[config.mk]
export PLATFORM = sky130hd
export DESIGN_NAME = alloc_scheduler_flat
export DESIGN_NICKNAME = d
export VERILOG_FILES = /design/src/rtl/alloc_scheduler_if.sv /design/src/rtl/alloc_scheduler.sv /design/src/flat_wrapper.sv
export SDC_FILE = /design/constraint.sdc
export NUM_CORES = 1
export LEC_CHECK = 0
export CORE_MARGIN = 1.5
export CORE_UTILIZATION = 44
export DETAILED_ROUTE_END_ITERATION = 16
export GPL_ROUTABILITY_DRIVEN = 0
export GPL_TIMING_DRIVEN = 0
export PLACE_DENSITY = 0.87
export SYNTH_ARGS = -nofsm -noshare
export SYNTH_HDL_FRONTEND = slang
export SYNTH_SLANG_ARGS = --single-unit
[constraint.sdc]
create_clock -name clk -period 8 [get_ports clk]
set_input_delay 1.6 -clock clk [delete_from_list [all_inputs] [get_ports clk]]
set_output_delay 1.6 -clock clk [all_outputs]
set_load 0.02 [all_outputs]
[src/rtl/alloc_scheduler_if.sv]
// alloc_scheduler_if: groups the requester handshakes and the allocator
// strobe/operand buses seen by alloc_scheduler.
//   slave  : scheduler side (receives requests, drives grants and m_* buses)
//   master : requesters plus allocator side (drives requests and m_alloc_addr)
interface alloc_scheduler_if #(
  parameter int ADDR = 4
);
  // allocate
  logic            a_req;
  logic            a_gnt;
  logic [ADDR-1:0] a_addr;
  // single-entry free
  logic            f_req;
  logic            f_gnt;
  logic [ADDR-1:0] f_addr;
  // vector free
  logic            v_req;
  logic            v_gnt;
  logic [ADDR:0]   v_size;
  logic [ADDR-1:0] v_prev;
  logic [ADDR-1:0] v_start;
  logic [ADDR-1:0] v_snd;
  logic [ADDR-1:0] v_thd;
  logic [ADDR-1:0] v_end;
  logic [ADDR-1:0] v_next;
  logic [ADDR-1:0] v_last;
  // rewind
  logic            rw_req;
  logic            rw_gnt;
  logic [ADDR-1:0] rw_addr;
  logic [ADDR:0]   rw_count;
  // allocator strobes and operands
  logic            m_alloc;
  logic            m_de_alloc;
  logic            m_reset;
  logic            m_de_alloc_vector;
  logic            m_size_is_one;
  logic            m_size_is_two;
  logic [ADDR-1:0] m_last_alloc_addr;
  logic [ADDR-1:0] m_reset_addr;
  logic [ADDR-1:0] m_vector_previous;
  logic [ADDR-1:0] m_vector_start;
  logic [ADDR-1:0] m_vector_snd;
  logic [ADDR-1:0] m_vector_thd;
  logic [ADDR-1:0] m_vector_end;
  logic [ADDR-1:0] m_vector_next;
  logic [ADDR-1:0] m_alloc_addr;
  // status
  logic [ADDR:0]   free_count;
  logic            empty;
  logic            err;

  modport slave (
    input  a_req, f_req, f_addr, v_req, v_size, v_prev, v_start, v_snd, v_thd,
           v_end, v_next, v_last, rw_req, rw_addr, rw_count, m_alloc_addr,
    output a_gnt, a_addr, f_gnt, v_gnt, rw_gnt,
           m_alloc, m_de_alloc, m_reset, m_de_alloc_vector, m_size_is_one,
           m_size_is_two, m_last_alloc_addr, m_reset_addr, m_vector_previous,
           m_vector_start, m_vector_snd, m_vector_thd, m_vector_end,
           m_vector_next, free_count, empty, err
  );

  modport master (
    output a_req, f_req, f_addr, v_req, v_size, v_prev, v_start, v_snd, v_thd,
           v_end, v_next, v_last, rw_req, rw_addr, rw_count, m_alloc_addr,
    input  a_gnt, a_addr, f_gnt, v_gnt, rw_gnt,
           m_alloc, m_de_alloc, m_reset, m_de_alloc_vector, m_size_is_one,
           m_size_is_two, m_last_alloc_addr, m_reset_addr, m_vector_previous,
           m_vector_start, m_vector_snd, m_vector_thd, m_vector_end,
           m_vector_next, free_count, empty, err
  );
endinterface

[src/rtl/alloc_scheduler.sv]
// alloc_scheduler: sole driver of one memory_allocator. Arbitrates the
// allocate / free / vector-free / rewind requesters, enforces the allocator's
// port-sharing and link-write pipeline rules, and tracks the free-entry count.
// Optional build macro: ALLOC_SCHED_CHECK_EN enables the sticky protocol
// error flag; without it err is tied low and no checking logic is built.
//
// state    | meaning
// ---------+---------------------------------------------------------------
// UNINIT   | free list not yet set up; only a rewind can be granted
// READY    | all requests eligible
// VTAIL    | allocator writing the vector link on port B; vector free blocked
module alloc_scheduler #(
  parameter int ADDR  = 4,
  parameter int DEPTH = 16
) (
  input logic              clk,
  input logic              rst_n,
  alloc_scheduler_if.slave sched_if
);

  localparam logic [1:0] S_UNINIT = 2'd0;
  localparam logic [1:0] S_READY  = 2'd1;
  localparam logic [1:0] S_VTAIL  = 2'd2;

  // Wide enough to hold free_count + max v_size + 1 without wrapping.
  localparam int CW = ADDR + 3;
  localparam logic [CW-1:0] DEPTH_C = CW'(DEPTH);
  localparam logic [ADDR:0] DEPTH_F = DEPTH_C[ADDR:0];

  logic [1:0]      r_state;
  logic [1:0]      w_state_nxt;
  logic            w_live;

  logic            w_rw_gnt;
  logic            w_v_gnt;
  logic            w_f_gnt;
  logic            w_a_gnt;

  logic [ADDR:0]   r_free_count;
  logic [ADDR:0]   w_free_count_nxt;
  logic [CW-1:0]   w_up;
  logic [CW-1:0]   w_dn;
  logic [CW-1:0]   w_diff;
  logic            w_unf;
  logic            w_ovf;
  logic            w_rw_ovf;

  logic [ADDR-1:0] r_last_alloc_addr, w_last_alloc_addr;
  logic [ADDR-1:0] r_reset_addr,      w_reset_addr;
  logic [ADDR-1:0] r_vector_previous, w_vector_previous;
  logic [ADDR-1:0] r_vector_start,    w_vector_start;
  logic [ADDR-1:0] r_vector_snd,      w_vector_snd;
  logic [ADDR-1:0] r_vector_thd,      w_vector_thd;
  logic [ADDR-1:0] r_vector_end,      w_vector_end;
  logic [ADDR-1:0] r_vector_next,     w_vector_next;

  assign w_live = (r_state == S_READY) || (r_state == S_VTAIL);

  // Grant arbitration: rw > v > f > a; a may ride along with v only.
  always_comb begin
    w_rw_gnt = sched_if.rw_req;
    w_v_gnt  = !w_rw_gnt && sched_if.v_req && (sched_if.v_size != '0) &&
               (r_state == S_READY);
    w_f_gnt  = !w_rw_gnt && !w_v_gnt && sched_if.f_req && w_live;
    // A co-granted vector free returns entries this same cycle, so the
    // allocator can hand one out even when the list is currently empty.
    w_a_gnt  = !w_rw_gnt && !w_f_gnt && sched_if.a_req && w_live &&
               ((r_free_count != '0) || w_v_gnt);
  end

  // Next-state decode; an illegal encoding falls back to UNINIT.
  always_comb begin
    w_state_nxt = r_state;
    case (r_state)
      S_UNINIT: if (w_rw_gnt) w_state_nxt = S_READY;
      S_READY:  if (!w_rw_gnt && w_v_gnt) w_state_nxt = S_VTAIL;
      S_VTAIL:  w_state_nxt = S_READY;
      default:  w_state_nxt = w_rw_gnt ? S_READY : S_UNINIT;
    endcase
  end

  // State register.
  always_ff @(posedge clk or negedge rst_n) begin
    if (!rst_n) r_state <= S_UNINIT;
    else        r_state <= w_state_nxt;
  end

  assign w_up     = CW'(r_free_count) + (w_v_gnt ? CW'(sched_if.v_size) : '0) +
                    CW'(w_f_gnt);
  assign w_dn     = CW'(w_a_gnt);
  assign w_diff   = w_up - w_dn;
  assign w_unf    = (w_up < w_dn);
  assign w_ovf    = (w_diff > DEPTH_C);
  assign w_rw_ovf = (sched_if.rw_count > DEPTH_F);

  // Free-count update with saturation to 0..DEPTH; a rewind overrides.
  always_comb begin
    w_free_count_nxt = r_free_count;
    if (w_rw_gnt)   w_free_count_nxt = w_rw_ovf ? DEPTH_F : sched_if.rw_count;
    else if (w_unf) w_free_count_nxt = '0;
    else if (w_ovf) w_free_count_nxt = DEPTH_F;
    else            w_free_count_nxt = w_diff[ADDR:0];
  end

  // Free-count register.
  always_ff @(posedge clk or negedge rst_n) begin
    if (!rst_n) r_free_count <= '0;
    else        r_free_count <= w_free_count_nxt;
  end

  // Operand buses follow the granted request and otherwise hold.
  always_comb begin
    w_last_alloc_addr = r_last_alloc_addr;
    w_reset_addr      = r_reset_addr;
    w_vector_previous = r_vector_previous;
    w_vector_start    = r_vector_start;
    w_vector_snd      = r_vector_snd;
    w_vector_thd      = r_vector_thd;
    w_vector_end      = r_vector_end;
    w_vector_next     = r_vector_next;
    if (w_v_gnt) begin
      w_last_alloc_addr = sched_if.v_last;
      w_vector_previous = sched_if.v_prev;
      w_vector_start    = sched_if.v_start;
      w_vector_snd      = sched_if.v_snd;
      w_vector_thd      = sched_if.v_thd;
      w_vector_end      = sched_if.v_end;
      w_vector_next     = sched_if.v_next;
    end else if (w_a_gnt) begin
      // Point port A at the entry being handed out so it fetches the next link.
      w_vector_previous = sched_if.m_alloc_addr;
    end
    if (w_f_gnt)  w_last_alloc_addr = sched_if.f_addr;
    if (w_rw_gnt) w_reset_addr      = sched_if.rw_addr;
  end

  // Bus hold registers.
  always_ff @(posedge clk or negedge rst_n) begin
    if (!rst_n) begin
      r_last_alloc_addr <= '0;
      r_reset_addr      <= '0;
      r_vector_previous <= '0;
      r_vector_start    <= '0;
      r_vector_snd      <= '0;
      r_vector_thd      <= '0;
      r_vector_end      <= '0;
      r_vector_next     <= '0;
    end else begin
      r_last_alloc_addr <= w_last_alloc_addr;
      r_reset_addr      <= w_reset_addr;
      r_vector_previous <= w_vector_previous;
      r_vector_start    <= w_vector_start;
      r_vector_snd      <= w_vector_snd;
      r_vector_thd      <= w_vector_thd;
      r_vector_end      <= w_vector_end;
      r_vector_next     <= w_vector_next;
    end
  end

  assign sched_if.a_gnt             = w_a_gnt;
  assign sched_if.f_gnt             = w_f_gnt;
  assign sched_if.v_gnt             = w_v_gnt;
  assign sched_if.rw_gnt            = w_rw_gnt;
  assign sched_if.a_addr            = sched_if.m_alloc_addr;
  assign sched_if.m_alloc           = w_a_gnt;
  assign sched_if.m_de_alloc        = w_f_gnt;
  assign sched_if.m_reset           = w_rw_gnt;
  assign sched_if.m_de_alloc_vector = w_v_gnt;
  assign sched_if.m_size_is_one     = w_v_gnt && (sched_if.v_size == (ADDR+1)'(1));
  assign sched_if.m_size_is_two     = w_v_gnt && (sched_if.v_size == (ADDR+1)'(2));
  assign sched_if.m_last_alloc_addr = w_last_alloc_addr;
  assign sched_if.m_reset_addr      = w_reset_addr;
  assign sched_if.m_vector_previous = w_vector_previous;
  assign sched_if.m_vector_start    = w_vector_start;
  assign sched_if.m_vector_snd      = w_vector_snd;
  assign sched_if.m_vector_thd      = w_vector_thd;
  assign sched_if.m_vector_end      = w_vector_end;
  assign sched_if.m_vector_next     = w_vector_next;
  assign sched_if.free_count        = r_free_count;
  assign sched_if.empty             = (r_free_count == '0);

`ifdef ALLOC_SCHED_CHECK_EN
  logic r_err;
  logic w_sat;
  logic w_err_evt;

  assign w_sat     = w_rw_gnt ? w_rw_ovf : (w_unf || w_ovf);
  assign w_err_evt = w_sat ||
                     (sched_if.v_req && (sched_if.v_size == '0)) ||
                     (sched_if.v_req && (sched_if.v_size > DEPTH_F)) ||
                     (sched_if.rw_req && w_rw_ovf);

  // Sticky protocol error, cleared only by reset.
  always_ff @(posedge clk or negedge rst_n) begin
    if (!rst_n) r_err <= 1'b0;
    else        r_err <= r_err || w_err_evt;
  end

  assign sched_if.err = r_err;
`else
  assign sched_if.err = 1'b0;
`endif

endmodule

[src/flat_wrapper.sv]
// flat-port wrapper written by rule: the top's interface ports become plain ports
module alloc_scheduler_flat 
#(
  parameter int ADDR  = 4,
  parameter int DEPTH = 16
)
  (clk, rst_n, sched_if_a_req, sched_if_f_req, sched_if_f_addr, sched_if_v_req, sched_if_v_size, sched_if_v_prev, sched_if_v_start, sched_if_v_snd, sched_if_v_thd, sched_if_v_end, sched_if_v_next, sched_if_v_last, sched_if_rw_req, sched_if_rw_addr, sched_if_rw_count, sched_if_m_alloc_addr, sched_if_a_gnt, sched_if_a_addr, sched_if_f_gnt, sched_if_v_gnt, sched_if_rw_gnt, sched_if_m_alloc, sched_if_m_de_alloc, sched_if_m_reset, sched_if_m_de_alloc_vector, sched_if_m_size_is_one, sched_if_m_size_is_two, sched_if_m_last_alloc_addr, sched_if_m_reset_addr, sched_if_m_vector_previous, sched_if_m_vector_start, sched_if_m_vector_snd, sched_if_m_vector_thd, sched_if_m_vector_end, sched_if_m_vector_next, sched_if_free_count, sched_if_empty, sched_if_err);
  alloc_scheduler_if #(.ADDR(ADDR)) sched_if_i ();
  input logic clk;
  input logic rst_n;
  input wire logic [$bits(sched_if_i.a_req)-1:0] sched_if_a_req;
  input wire logic [$bits(sched_if_i.f_req)-1:0] sched_if_f_req;
  input wire logic [$bits(sched_if_i.f_addr)-1:0] sched_if_f_addr;
  input wire logic [$bits(sched_if_i.v_req)-1:0] sched_if_v_req;
  input wire logic [$bits(sched_if_i.v_size)-1:0] sched_if_v_size;
  input wire logic [$bits(sched_if_i.v_prev)-1:0] sched_if_v_prev;
  input wire logic [$bits(sched_if_i.v_start)-1:0] sched_if_v_start;
  input wire logic [$bits(sched_if_i.v_snd)-1:0] sched_if_v_snd;
  input wire logic [$bits(sched_if_i.v_thd)-1:0] sched_if_v_thd;
  input wire logic [$bits(sched_if_i.v_end)-1:0] sched_if_v_end;
  input wire logic [$bits(sched_if_i.v_next)-1:0] sched_if_v_next;
  input wire logic [$bits(sched_if_i.v_last)-1:0] sched_if_v_last;
  input wire logic [$bits(sched_if_i.rw_req)-1:0] sched_if_rw_req;
  input wire logic [$bits(sched_if_i.rw_addr)-1:0] sched_if_rw_addr;
  input wire logic [$bits(sched_if_i.rw_count)-1:0] sched_if_rw_count;
  input wire logic [$bits(sched_if_i.m_alloc_addr)-1:0] sched_if_m_alloc_addr;
  output wire logic [$bits(sched_if_i.a_gnt)-1:0] sched_if_a_gnt;
  output wire logic [$bits(sched_if_i.a_addr)-1:0] sched_if_a_addr;
  output wire logic [$bits(sched_if_i.f_gnt)-1:0] sched_if_f_gnt;
  output wire logic [$bits(sched_if_i.v_gnt)-1:0] sched_if_v_gnt;
  output wire logic [$bits(sched_if_i.rw_gnt)-1:0] sched_if_rw_gnt;
  output wire logic [$bits(sched_if_i.m_alloc)-1:0] sched_if_m_alloc;
  output wire logic [$bits(sched_if_i.m_de_alloc)-1:0] sched_if_m_de_alloc;
  output wire logic [$bits(sched_if_i.m_reset)-1:0] sched_if_m_reset;
  output wire logic [$bits(sched_if_i.m_de_alloc_vector)-1:0] sched_if_m_de_alloc_vector;
  output wire logic [$bits(sched_if_i.m_size_is_one)-1:0] sched_if_m_size_is_one;
  output wire logic [$bits(sched_if_i.m_size_is_two)-1:0] sched_if_m_size_is_two;
  output wire logic [$bits(sched_if_i.m_last_alloc_addr)-1:0] sched_if_m_last_alloc_addr;
  output wire logic [$bits(sched_if_i.m_reset_addr)-1:0] sched_if_m_reset_addr;
  output wire logic [$bits(sched_if_i.m_vector_previous)-1:0] sched_if_m_vector_previous;
  output wire logic [$bits(sched_if_i.m_vector_start)-1:0] sched_if_m_vector_start;
  output wire logic [$bits(sched_if_i.m_vector_snd)-1:0] sched_if_m_vector_snd;
  output wire logic [$bits(sched_if_i.m_vector_thd)-1:0] sched_if_m_vector_thd;
  output wire logic [$bits(sched_if_i.m_vector_end)-1:0] sched_if_m_vector_end;
  output wire logic [$bits(sched_if_i.m_vector_next)-1:0] sched_if_m_vector_next;
  output wire logic [$bits(sched_if_i.free_count)-1:0] sched_if_free_count;
  output wire logic [$bits(sched_if_i.empty)-1:0] sched_if_empty;
  output wire logic [$bits(sched_if_i.err)-1:0] sched_if_err;
  assign sched_if_i.a_req = sched_if_a_req;
  assign sched_if_i.f_req = sched_if_f_req;
  assign sched_if_i.f_addr = sched_if_f_addr;
  assign sched_if_i.v_req = sched_if_v_req;
  assign sched_if_i.v_size = sched_if_v_size;
  assign sched_if_i.v_prev = sched_if_v_prev;
  assign sched_if_i.v_start = sched_if_v_start;
  assign sched_if_i.v_snd = sched_if_v_snd;
  assign sched_if_i.v_thd = sched_if_v_thd;
  assign sched_if_i.v_end = sched_if_v_end;
  assign sched_if_i.v_next = sched_if_v_next;
  assign sched_if_i.v_last = sched_if_v_last;
  assign sched_if_i.rw_req = sched_if_rw_req;
  assign sched_if_i.rw_addr = sched_if_rw_addr;
  assign sched_if_i.rw_count = sched_if_rw_count;
  assign sched_if_i.m_alloc_addr = sched_if_m_alloc_addr;
  assign sched_if_a_gnt = sched_if_i.a_gnt;
  assign sched_if_a_addr = sched_if_i.a_addr;
  assign sched_if_f_gnt = sched_if_i.f_gnt;
  assign sched_if_v_gnt = sched_if_i.v_gnt;
  assign sched_if_rw_gnt = sched_if_i.rw_gnt;
  assign sched_if_m_alloc = sched_if_i.m_alloc;
  assign sched_if_m_de_alloc = sched_if_i.m_de_alloc;
  assign sched_if_m_reset = sched_if_i.m_reset;
  assign sched_if_m_de_alloc_vector = sched_if_i.m_de_alloc_vector;
  assign sched_if_m_size_is_one = sched_if_i.m_size_is_one;
  assign sched_if_m_size_is_two = sched_if_i.m_size_is_two;
  assign sched_if_m_last_alloc_addr = sched_if_i.m_last_alloc_addr;
  assign sched_if_m_reset_addr = sched_if_i.m_reset_addr;
  assign sched_if_m_vector_previous = sched_if_i.m_vector_previous;
  assign sched_if_m_vector_start = sched_if_i.m_vector_start;
  assign sched_if_m_vector_snd = sched_if_i.m_vector_snd;
  assign sched_if_m_vector_thd = sched_if_i.m_vector_thd;
  assign sched_if_m_vector_end = sched_if_i.m_vector_end;
  assign sched_if_m_vector_next = sched_if_i.m_vector_next;
  assign sched_if_free_count = sched_if_i.free_count;
  assign sched_if_empty = sched_if_i.empty;
  assign sched_if_err = sched_if_i.err;
  alloc_scheduler #(.ADDR(ADDR), .DEPTH(DEPTH)) u_core (.clk(clk), .rst_n(rst_n), .sched_if(sched_if_i));
endmodule
==> impl_summary.txt <==
----------------------------------------------------
[Yosys]
  Net count after synthesis ... between 300 and 400
  Largest area contributor in the netlist ... sky130_fd_sc_hd__dfrtp_1
  Proportion of synthesized chip area in sequential cells ... 0.445
  Synth top area share ... 0.445
  Main flop type after synthesis ... sky130_fd_sc_hd__dfrtp_1
  Synth Register Bits ... 39
  Count of flip-flops with a built-in enable after synthesis ... 0
  Synth cell types ... 44
  Top cells by area, synth ... sky130_fd_sc_hd__dfrtp_1, sky130_fd_sc_hd__nand2_1, sky130_fd_sc_hd__ha_1
  Mean Syn Cell Area ... 9.10 um2
  Synthesized netlist cell count ... 241
  Syn Std Cell Area ... between 0.002 and 0.0025 mm2
  Async SR Flop Fraction ... 1.00
  Ys Warns ... 0

[Global routing]
  Initial antenna violation count ... 0
  Wire length of the first global-routing pass ... ~9100 um
  All-Layer GR Usage ... 0.219
  Via count of the first global-routing pass ... 2003
  Overflow left after global routing ... 0
  Pin count of the biggest net entering global routing ... 40

[Clock network]
  Number of clock sinks ... 39
  Worst-skew pair later-pin latency ... 0.30 ns
  Clock edge transition at the registers on the reported setup and hold paths ... around 0.070 ns
  TritonCTS clock tree ... yes
  Post-CTS Repair Setup Buffers ... 0
  Hold-fix buffer count after cts ... 0
  Post_cts resized ... 0
  CTS Buf Count ... 5
  H-tree depth ... 2
  Clock root buffer ... sky130_fd_sc_hd__clkbuf_8
  Max Buffers Root-to-Sink ... 2

[Pwr]
  Power density over cell area ... 323 mW/mm2
  Power spent charging and discharging nets ... ~450 uW
  Total leakage power ... 0.00159 uW
  Switching fraction of total power ... 0.402
  Overall Power ... 1110 uW
  Power Internal ... around 660 uW
  Clock power frac ... 0.148
  Sequential group share of total power ... 0.283
  Max IR drop VDD ... ~0.18 mV
  Combinational share of power ... 0.568

[Timing]
  Count of pins over their slew limit ... 0
  Portion of the clock cycle consumed by the worst path in the final layout ... 0.736
  Final setup violation count ... 0
  Setup repair after global routing missed its margin ... no
  Final clock skew ... 0.0111 ns
  Min Tclk post-route ... a little under 6 ns
  Post-Route Setup TNS ... 0 ns
  Final hold viol count ... 0
  Actual transition at the worst max-transition pin ... 0.872 ns
  Maximum operating frequency ... 170 MHz
  Headroom to the max-slew limit ... 0.418

[Setup path]
  Type of origin of the critical path ... input port
  Number of buffers and inverters on the critical path ... 6
  Startpoint of the worst setup timing path ... sched_if_v_size[3]
  Launch instance of the worst register-to-register path ... u_core.r_state[1]$_DFFE_PN0P_
  Max stage delay on crit path ... 0.59 ns
  Series of cell instances along the critical path ... clkdlybuf4s50_1 -> or3_4 -> o31ai_4 -> inv_2 -> buf_2 -> buf_2 -> nor2_1 -> buf_4 -> clkdlybuf4s50_1
  Setup crit end kind ... output pin
  Arrival time worst endpoint ... 4.29 ns
  Critical setup path kind ... in2out
  Data required time at the worst endpoint ... 6.40 ns
  Crit Path Max Fanout ... 11
  Count of cell instances traversed by the critical path ... 9
  Worst-case register-to-register setup slack ... 3.53 ns
  Slowest CP cell ... sky130_fd_sc_hd__clkdlybuf4s50_1
  Length in cells of the worst reg-to-reg path ... 15
  Cell type group with the largest total delay on the critical path ... buffers and inverters

[Detailed routing]
  Detailed-route wire length per cell ... 13.9 um
  Antenna Violating Nets Remaining ... 0
  Via total after detailed routing ... 2091
  Total wire length after detailed routing ... roughly 5900 um
  Post-detailed-route via-to-cell ratio ... ~5.0
  First-pass iteration count of the detailed router ... 4
  Iteration-0 DRC Markers ... 106
  DRC violation count after routing ... 0

[Placed design]
  Number of I/O port buffers ... 106
  Final HPWL DP ... 4590 um

[Run]
  Maxcap violations ... 0

[Floorplan]
  Total Die Area ... 0.00542 mm2
  Height of the die ... 73.6 um
  Top-Level Pins ... 109
  Row count ... 25
  Total core area ... 0.00475 mm2
  Initial cell density of the core ... 0.461
  Die W ... between 70 and 80 um

[Worst hold path]
  Launch point of the worst hold path ... u_core.r_vector_snd[0]$_DFF_PN0_
  Class of the tightest hold or removal check ... reg2reg
  Worst hold path cell count ... 2

[Finish]
  Fraction of layout instances using a drive strength above 1 ... 0.0901
  Total area of multi-input combinational cells ... about 0.0011 mm2
  Final net count ... 423
  Syn-to-layout area delta ... 57.1%
  Post-layout util ... 0.725
  Number of filler instances in the final layout ... 396
  Register cell area after layout ... about 980 um2
  # diodes ... 0

[Run status]
  Status ... completed

----------------------------------------------------
per-layer routing:
metal,vias up,share of wire,GRT usage
met1,970,0.42,0.287
met5,-,0,0
met3,8,0.084,0.0686
li1,1021,-,-
met2,92,0.48,0.355
met4,0,0.012,0.0514
flip-flops by register name, indices dropped and copies added, names as in the netlist:
name                        flops
u_core.r_vector_next            4
u_core.r_vector_snd             4
u_core.r_vector_end             4
u_core.r_reset_addr             4
u_core.r_vector_thd             4
u_core.r_vector_start           4
u_core.r_vector_previous        4
u_core.sched_if.free_count      5
u_core.r_state                  2
u_core.r_last_alloc_addr        4
worst paths after layout:
kind / to
max in group asynchronous: u_core.r_vector_previous[2]$_DFF_PN0_
setup / recovery: sched_if_m_de_alloc
hold / removal: u_core.r_vector_snd[0]$_DFF_PN0_
hold reg to reg: u_core.r_vector_snd[0]$_DFF_PN0_
setup reg to reg: u_core.sched_if.free_count[0]$_DFF_PN0_
min in group asynchronous: u_core.r_vector_previous[0]$_DFF_PN0_
placed cells by master, fill, tap and decap left out, types with 3 or more instances in the layout:
| master | instances |
|---|---|
| sky130_fd_sc_hd__clkdlybuf4s50_1 | 105 |
| sky130_fd_sc_hd__nand2_1 | 79 |
| sky130_fd_sc_hd__dfrtp_1 | 39 |
| sky130_fd_sc_hd__ha_1 | 11 |
| sky130_fd_sc_hd__buf_4 | 10 |
| sky130_fd_sc_hd__o21ai_0 | 9 |
| sky130_fd_sc_hd__inv_1 | 8 |
| sky130_fd_sc_hd__mux2i_1 | 8 |
| sky130_fd_sc_hd__buf_2 | 6 |
| sky130_fd_sc_hd__nor2_1 | 6 |
| sky130_fd_sc_hd__and2_1 | 5 |
| sky130_fd_sc_hd__clkbuf_8 | 5 |
| sky130_fd_sc_hd__a21oi_1 | 4 |
| sky130_fd_sc_hd__o31ai_1 | 4 |
| sky130_fd_sc_hd__xnor2_1 | 4 |
| sky130_fd_sc_hd__nor3_1 | 4 |
| sky130_fd_sc_hd__mux2_2 | 4 |
| sky130_fd_sc_hd__o21ai_1 | 4 |
| sky130_fd_sc_hd__clkbuf_1 | 3 |
cells in the mapped netlist (2+ instances only):
master,count
sky130_fd_sc_hd__nand2_1,79
sky130_fd_sc_hd__dfrtp_1,39
sky130_fd_sc_hd__ha_1,11
sky130_fd_sc_hd__buf_4,10
sky130_fd_sc_hd__o21ai_0,9
sky130_fd_sc_hd__inv_1,8
sky130_fd_sc_hd__mux2i_1,8
sky130_fd_sc_hd__nor2_1,6
sky130_fd_sc_hd__and2_1,5
sky130_fd_sc_hd__buf_2,5
sky130_fd_sc_hd__a21oi_1,4
sky130_fd_sc_hd__mux2_2,4
sky130_fd_sc_hd__nor3_1,4
sky130_fd_sc_hd__o21ai_1,4
sky130_fd_sc_hd__o31ai_1,4
sky130_fd_sc_hd__xnor2_1,4
sky130_fd_sc_hd__clkbuf_1,3
sky130_fd_sc_hd__a211oi_1,2
sky130_fd_sc_hd__a22oi_1,2
sky130_fd_sc_hd__and3_1,2
sky130_fd_sc_hd__fa_1,2
sky130_fd_sc_hd__nand2b_1,2
sky130_fd_sc_hd__nand3_1,2
sky130_fd_sc_hd__xor2_1,2
stage by stage:
stage	std cells	area [um2]	hold WS, ns	worst slack [ns]
final	422	3450	0.475	2.11
after global routing	422	3450	0.501	1.92
after CTS	422	3450	0.478	2.10
after detailed placement	414	3330	0.458	2.11
after global placement	414	3340	0.453	2.12
after floorplan	241	2190	0.560	2.93
worst register-to-register path: cells and delay by family, from the launching register on:
| kind | cells | cell delay [ns] |
|---|---|---|
| AND/OR/NAND/NOR | 3 | 0.76 |
| AO/OA/AOI/OAI | 4 | 1.04 |
| adder cells (fa/ha/maj) | 3 | 1.11 |
| buffers and inverters | 4 | 0.68 |
| flip-flops | 1 | 0.40 |
| XOR/XNOR | 1 | 0.35 |
kinds of logic (layout without fill, tap and decap cells):
| group | Yosys count | count (layout) | synth area share |
|---|---|---|---|
| AO/OA/AOI/OAI | 37 | 37 | 0.118 |
| XOR/XNOR | 6 | 6 | 0.0240 |
| adder cells (fa/ha/maj) | 13 | 13 | 0.0810 |
| buffers and inverters | 27 | 141 | 0.0662 |
| flip-flops | 39 | 39 | 0.445 |
| multiplexers | 12 | 12 | 0.0570 |
| other | 1 | 1 | 0.00171 |
| AND/OR/NAND/NOR | 106 | 106 | 0.208 |
power by group through the flow:
stage	logic (uW)	clock network [uW]	registers, uW
after floorplan	344	0	319
after global placement	619	0	314
after detailed placement	632	0	320
after CTS	636	168	315
after global routing	684	176	323
final	632	165	315
cell type report:
class,instances,area share
Buffer,18,0.0323
Clock inverter,3,0.0127
Inverter,9,0.00980
Sequential cell,39,0.283
Timing Repair Buffer,106,0.306
Multi-Input combinational cell,175,0.311
Clock buffer,5,0.0200
Tap cell,67,0.0243
(Power assumes the default switching activity.)
